### config.mk
export PLATFORM = sky130hd
export DESIGN_NAME = wb_port_arbiter
export DESIGN_NICKNAME = d
export VERILOG_FILES = /design/src/rtl/wb_port_arbiter_pkg.sv /design/src/rtl/wb_port_arbiter_rr_arbiter.sv /design/src/rtl/wb_port_arbiter.sv
export SDC_FILE = /design/constraint.sdc
export NUM_CORES = 1
export LEC_CHECK = 0
export CAP_MARGIN = 20
export CORE_AREA = 2 2 195 197
export DETAILED_ROUTE_END_ITERATION = 10
export DIE_AREA = 0 0 197 199
export GPL_ROUTABILITY_DRIVEN = 0
export SYNTH_ARGS = -nofsm -noshare
export SYNTH_HDL_FRONTEND = slang
export SYNTH_SLANG_ARGS = --single-unit
### constraint.sdc
create_clock -name sdram_clk -period 3.03 [get_ports sdram_clk]
set_input_delay 0.303 -clock sdram_clk [delete_from_list [all_inputs] [get_ports sdram_clk]]
set_output_delay 0.303 -clock sdram_clk [all_outputs]
set_load 0.03 [all_outputs]
### src/rtl/wb_port_arbiter_pkg.sv
// Shared types and lane widths for the SDRAM port arbiter.
package wb_port_arbiter_pkg;

   localparam int unsigned ADR_W     = 32;
   localparam int unsigned DAT_W     = 32;
   localparam int unsigned SEL_W     = 4;
   localparam int unsigned BW_W      = 4;
   localparam int unsigned MAX_PORTS = 8;
   localparam int unsigned MAX_IDX_W = 3;

   typedef enum logic [1:0] {
      ARB_IDLE    = 2'd0,
      ARB_GRANT   = 2'd1,
      ARB_RELEASE = 2'd2
   } arb_state_e;

   // Snoop write payload broadcast to the non-writing ports.
   typedef struct packed {
      logic [ADR_W-1:0] adr;
      logic [DAT_W-1:0] dat;
      logic [SEL_W-1:0] sel;
   } bufw_payload_t;

   // One-hot mask for a port index, sized for the largest supported port count.
   function automatic logic [MAX_PORTS-1:0] port_onehot(input logic [MAX_IDX_W-1:0] idx);
      return MAX_PORTS'(1) << idx;
   endfunction

endpackage

### src/rtl/wb_port_arbiter_rr_arbiter.sv
// Combinational round-robin pick: first requester searching upward, with wrap,
// starting one past the last granted port.
module rr_arbiter
   import wb_port_arbiter_pkg::*;
#(
   parameter int unsigned NUM_PORTS  = 3,
   parameter int unsigned PORT_IDX_W = $clog2(NUM_PORTS)
) (
   input  logic [NUM_PORTS-1:0]  req_i,
   input  logic [PORT_IDX_W-1:0] last_grant_i,
   output logic [PORT_IDX_W-1:0] grant_idx_o,
   output logic                  grant_vld_o
);

   logic [PORT_IDX_W-1:0] cand;

   // Scan offsets 1..NUM_PORTS from the last grant; the first hit wins.
   always_comb begin
      grant_idx_o = '0;
      grant_vld_o = 1'b0;
      cand        = '0;
      for (int unsigned off = 1; off <= NUM_PORTS; off++) begin
         cand = PORT_IDX_W'((32'(last_grant_i) + off) % NUM_PORTS);
         if (!grant_vld_o && req_i[cand]) begin
            grant_vld_o = 1'b1;
            grant_idx_o = cand;
         end
      end
   end

endmodule

### src/rtl/wb_port_arbiter.sv
// Round-robin sharing of one SDRAM controller interface among NUM_PORTS
// Wishbone port buffers. Completed writes are optionally broadcast to the
// other ports' buffer-write inputs when WB_PORT_ARBITER_BUFW_EN is defined;
// otherwise the bufw_* outputs are tied to zero.
module wb_port_arbiter
   import wb_port_arbiter_pkg::*;
#(
   parameter int unsigned NUM_PORTS  = 3,
   parameter int unsigned PORT_IDX_W = $clog2(NUM_PORTS)
) (
   input  logic                        sdram_clk,
   input  logic                        sdram_rst,
   input  logic [NUM_PORTS-1:0]        p_acc_i,
   input  logic [NUM_PORTS-1:0]        p_we_i,
   input  logic [ADR_W*NUM_PORTS-1:0]  p_adr_i,
   input  logic [DAT_W*NUM_PORTS-1:0]  p_dat_i,
   input  logic [SEL_W*NUM_PORTS-1:0]  p_sel_i,
   input  logic [BW_W*NUM_PORTS-1:0]   p_buf_width_i,
   output logic [NUM_PORTS-1:0]        p_ack_o,
   output logic [DAT_W-1:0]            p_dat_o,
   output logic [ADR_W-1:0]            p_adr_o,
   output logic                        acc_o,
   output logic                        we_o,
   output logic [ADR_W-1:0]            adr_o,
   output logic [DAT_W-1:0]            dat_o,
   output logic [SEL_W-1:0]            sel_o,
   output logic [BW_W-1:0]             buf_width_o,
   input  logic                        ack_i,
   input  logic [DAT_W-1:0]            dat_i,
   input  logic [ADR_W-1:0]            adr_i,
   output logic [ADR_W-1:0]            bufw_adr_o,
   output logic [DAT_W-1:0]            bufw_dat_o,
   output logic [SEL_W-1:0]            bufw_sel_o,
   output logic [NUM_PORTS-1:0]        bufw_we_o,
   output logic [PORT_IDX_W-1:0]       grant_o
);

   arb_state_e            state_q, state_d;
   logic [PORT_IDX_W-1:0] grant_q, grant_d;
   logic [PORT_IDX_W-1:0] last_grant_q, last_grant_d;
   logic                  acc_q, acc_d;
   logic                  we_q, we_d;

   logic [PORT_IDX_W-1:0] pick_idx;
   logic                  pick_vld;
   logic [NUM_PORTS-1:0]  grant_mask;

   logic [ADR_W-1:0]      adr_g;
   logic [DAT_W-1:0]      dat_g;
   logic [SEL_W-1:0]      sel_g;
   logic [BW_W-1:0]       bw_g;

`ifdef WB_PORT_ARBITER_BUFW_EN
   logic [NUM_PORTS-1:0]  bufw_we_q, bufw_we_d;
   bufw_payload_t         bufw_pl_q, bufw_pl_d;
`endif

   rr_arbiter #(
      .NUM_PORTS  (NUM_PORTS),
      .PORT_IDX_W (PORT_IDX_W)
   ) u_rr (
      .req_i        (p_acc_i),
      .last_grant_i (last_grant_q),
      .grant_idx_o  (pick_idx),
      .grant_vld_o  (pick_vld)
   );

   // Lanes of the currently granted port.
   always_comb begin
      adr_g = p_adr_i[32'(grant_q)*ADR_W +: ADR_W];
      dat_g = p_dat_i[32'(grant_q)*DAT_W +: DAT_W];
      sel_g = p_sel_i[32'(grant_q)*SEL_W +: SEL_W];
      bw_g  = p_buf_width_i[32'(grant_q)*BW_W +: BW_W];
   end

   assign grant_mask = NUM_PORTS'(port_onehot(MAX_IDX_W'(grant_q)));

   // Next-state and next-output computation for the arbitration FSM.
   always_comb begin
      state_d      = state_q;
      grant_d      = grant_q;
      last_grant_d = last_grant_q;
      acc_d        = acc_q;
      we_d         = we_q;
`ifdef WB_PORT_ARBITER_BUFW_EN
      bufw_we_d    = '0;
      bufw_pl_d    = bufw_pl_q;
`endif
      unique case (state_q)
         ARB_IDLE: begin
            if (pick_vld) begin
               grant_d = pick_idx;
               acc_d   = 1'b1;
               we_d    = p_we_i[pick_idx];
               state_d = ARB_GRANT;
            end
         end
         ARB_GRANT: begin
            if (!p_acc_i[grant_q]) begin
               // Requester left (read done or abandoned access): no snoop.
               acc_d        = 1'b0;
               we_d         = 1'b0;
               last_grant_d = grant_q;
               state_d      = ARB_RELEASE;
            end else if (we_q && ack_i) begin
               // A write completes on its first ack.
               acc_d        = 1'b0;
               we_d         = 1'b0;
               last_grant_d = grant_q;
               state_d      = ARB_RELEASE;
`ifdef WB_PORT_ARBITER_BUFW_EN
               bufw_we_d    = ~grant_mask;
               bufw_pl_d    = '{adr: adr_g, dat: dat_g, sel: sel_g};
`endif
            end
         end
         ARB_RELEASE: begin
            state_d = ARB_IDLE;
         end
         default: begin
            state_d = ARB_IDLE;
            acc_d   = 1'b0;
            we_d    = 1'b0;
         end
      endcase
   end

   // State and output registers with synchronous reset.
   always_ff @(posedge sdram_clk) begin
      if (sdram_rst) begin
         state_q      <= ARB_IDLE;
         grant_q      <= '0;
         last_grant_q <= PORT_IDX_W'(NUM_PORTS - 1);
         acc_q        <= 1'b0;
         we_q         <= 1'b0;
`ifdef WB_PORT_ARBITER_BUFW_EN
         bufw_we_q    <= '0;
         bufw_pl_q    <= '0;
`endif
      end else begin
         state_q      <= state_d;
         grant_q      <= grant_d;
         last_grant_q <= last_grant_d;
         acc_q        <= acc_d;
         we_q         <= we_d;
`ifdef WB_PORT_ARBITER_BUFW_EN
         bufw_we_q    <= bufw_we_d;
         bufw_pl_q    <= bufw_pl_d;
`endif
      end
   end

   // Ack is routed only to the owner while a grant is active.
   always_comb begin
      p_ack_o = '0;
      if (state_q == ARB_GRANT && ack_i) begin
         p_ack_o = grant_mask;
      end
   end

   assign p_dat_o     = dat_i;
   assign p_adr_o     = adr_i;
   assign acc_o       = acc_q;
   assign we_o        = we_q;
   assign adr_o       = adr_g;
   assign dat_o       = dat_g;
   assign sel_o       = sel_g;
   assign buf_width_o = bw_g;
   assign grant_o     = grant_q;

`ifdef WB_PORT_ARBITER_BUFW_EN
   assign bufw_we_o  = bufw_we_q;
   assign bufw_adr_o = bufw_pl_q.adr;
   assign bufw_dat_o = bufw_pl_q.dat;
   assign bufw_sel_o = bufw_pl_q.sel;
`else
   assign bufw_we_o  = '0;
   assign bufw_adr_o = '0;
   assign bufw_dat_o = '0;
   assign bufw_sel_o = '0;
`endif

endmodule

==> results.toml <==
[yosys]
syn-mean-instance-area_um2 = 6.942
syn-cell-area_um2 = 3179
ys_dominant_reg_cell = "sky130_fd_sc_hd__dfxtp_1"
post-synth-top-area-cell = "sky130_fd_sc_hd__buf_4"
post_synth_main_area_contributors = "sky130_fd_sc_hd__buf_4, sky130_fd_sc_hd__mux2i_1, sky130_fd_sc_hd__o21ai_0"
synth_top_area_share = 0.3235
synthesis.instances = 458
post_synth_top_cells = "sky130_fd_sc_hd__buf_4, sky130_fd_sc_hd__nand2_1, sky130_fd_sc_hd__mux2i_1, sky130_fd_sc_hd__o21ai_0, sky130_fd_sc_hd__buf_2"
ys_ff_latch = 8
ys_async_sr_fraction = 0
yosysMostFrequentCell = "sky130_fd_sc_hd__buf_4"
ys_types = 39
sequential_fraction_of_the_synthesis_area = 0.05037
synth_enable_flop_cells = 0
synth_warnings = 0

[cts]
post-cts-setup-buffers = 0
cts.sinks = 8
cts_inserted_buffers = 3
cts-root-to-sink-buffers = 2
ctsHtreeMaxLevel = 1
clockRootBuffer = "sky130_fd_sc_hd__clkbuf_16"
clock_tree_from_tritoncts = "done"
holdBufCountCts = 0
clock_latency_ns = 0.23
cts.repair.resized = 0
cts.reportedPaths.clkPinSlew_ns = 0.04

[power]
post-layout-total-power_mw = 4.517
ir_worst_vdd_mv = 0.4300
cell_pwr_density_nw_per_um2 = 732.1
total_leakage_power_nw = 2.191

[layout]
post-route-util = 0.1662
finish.net_count = 972
fill_cell_count = 4181
seq_area_um2 = 165.2
number_of_antenna_cells_inserted = 0
layoutNonFillerInstCount = 1152
layout_overhead_on_the_synthesized_area_pct = 94.06
final_layout_size_suffix_gt1_frac = 0.08997
design_area_um2 = 6170
area_occupied_by_multi_input_gates_um2 = 2118

[timing]
max_slew.worst_pin.slew_ns = 0.7305
final_max_slew_viol_count = 0
min_period_over_period = 0.8371
slew_headroom = 0.5130
setup_tns_ns = 0
fin_worst_hold_slack_ns = 0.4559
final_hold_viol_count = 0
post-route-min-period_ns = 2.536
post-route-worst-setup-slack_ns = 0.4935
setup_viol_count_final = 0
clock.fmax_ghz = 0.3942
fin_worst_skew_ns = 0.007236
setup_repair_after_global_routing_missed_its_margin = "no"

[min_path]
hp-class = "register to register"

[placed_design]
postPlaceCellArea_um2 = 6091
numPlacedInstances = 1148
place.port_buffers = 303
post-place-ws_ns = 0.6632
hpwlAfterDp_um = 13150

[global_routing]
grt_first_pass_wirelength_um = 20460
overflow = 0
largest_net_degree_at_the_start_of_global_routing = 81
first_global_vias = 3356
tot_gr_track_use = 0.06948
antenna_found_initial = 0

[routing]
drt-wirelength-per-cell_um = 13.63
initialDrtViolationCount = 75
drt_wl_total_um = 15710
antenna_violation_net_count_after_detailed_routing = 0
via_per_inst = 3.234
drt_pre_antenna_iters = 4
remaining_drc_errors = 0
vias = 3726

[die]
core-area_um2 = 37130
ioPinCount = 503
die_width_um = 197
rows = 71
fp.dieH_um = 199
die-area_um2 = 39200
floorplan.initialDensity = 0.08562

[critical_path]
endpoint_kind = "output port"
worstPathMaxFanout = 36
wp_data_arrival_ns = 2.23
timing.critical_path.from_type = "register"
worst-endpoint-required_ns = 2.73
worst-setup-path-type = "register to output port"

[flow_run]
drv.max_cap_violation_count = 0

[outcome]
outcome = "finished, final reports clean"
registers in the layout (all words and copies together), names as in the netlist:
name          count
grant_o           2
state_q           2
last_grant_q      2
acc_o             1
we_o              1
layout make-up:
cell class / count / share of cell area
clock buffers: 4 / 0.01278
inverters: 7 / 0.004259
multi-input cells: 351 / 0.3433
flip-flops and latches: 8 / 0.02677
well taps: 474 / 0.09613
repair buffers: 308 / 0.5167
path summary, 6_finish.rpt:
path | from | to | slack [ns] | cells past startpoint
worst min-delay path | acc_o | acc_o | 0.46 | 2
worst max-delay path | grant_o[1] | adr_o[8] | 0.49 | 4
worst max register to register | last_grant_q[0] | we_o | 0.91 | 7
worst min register to register | acc_o | acc_o | 0.46 | 2
layout by cell type (no fill, tap or decap), types with 2 or more instances in the layout:
cell                              synthesis  final
sky130_fd_sc_hd__a211o_1                  3      3
sky130_fd_sc_hd__a22oi_1                  2      2
sky130_fd_sc_hd__inv_1                    7      7
sky130_fd_sc_hd__mux2i_1                 75     75
sky130_fd_sc_hd__nor2_1                   8      8
sky130_fd_sc_hd__clkbuf_16                0      3
sky130_fd_sc_hd__nand3_1                  2      2
sky130_fd_sc_hd__buf_4                  137     30
sky130_fd_sc_hd__nand2_1                 76     76
sky130_fd_sc_hd__conb_1                   1     71
sky130_fd_sc_hd__and4bb_1                 2      2
sky130_fd_sc_hd__ha_1                     4      4
sky130_fd_sc_hd__clkdlybuf4s50_1          0    260
sky130_fd_sc_hd__dfxtp_1                  8      6
sky130_fd_sc_hd__buf_12                   0     18
sky130_fd_sc_hd__nor4b_1                  2      2
sky130_fd_sc_hd__a31oi_1                  2      2
sky130_fd_sc_hd__a21oi_1                  4      4
sky130_fd_sc_hd__o21ai_0                 73     73
sky130_fd_sc_hd__nand2b_1                 2      2
sky130_fd_sc_hd__nor2b_1                  6      5
power by group:
| part | switching (mW) | internal, mW | leakage (nW) |
|---|---|---|---|
| sequential | 0.103 | 0.148 | 0.0671 |
| clock | 0.0512 | 0.175 | 0.0382 |
| combinational | 2.32 | 1.72 | 2.09 |
| total | 2.47 | 2.05 | 2.19 |
routing by layer:
layer,vias up,GRT usage,wire length [um]
met2,252,0.1258,7773
met3,38,0.01831,1521
met5,-,0,0
met1,1648,0.07527,5682
met4,0,0.03314,730
li1,1788,-,-
logic make-up (layout without fill, tap and decap cells):
logic type,after synthesis,count (layout),share of synthesized area
AO/OA/AOI/OAI,93,93,0.1732
flip-flops,8,8,0.05037
other,1,71,0.001180
AND/OR/NAND/NOR,108,108,0.1551
buffers and inverters,169,319,0.3684
multiplexers,75,75,0.2361
adder cells (fa/ha/maj),4,4,0.01574
worst max-delay path, cell delays in order (launching register included):
cell and delay [ns]:
sky130_fd_sc_hd__dfxtp_4 0.77, sky130_fd_sc_hd__buf_12 0.22, sky130_fd_sc_hd__mux2i_1 0.09, sky130_fd_sc_hd__o21ai_0 0.16, sky130_fd_sc_hd__clkdlybuf4s50_1 0.70
(Power assumes the default switching activity.)
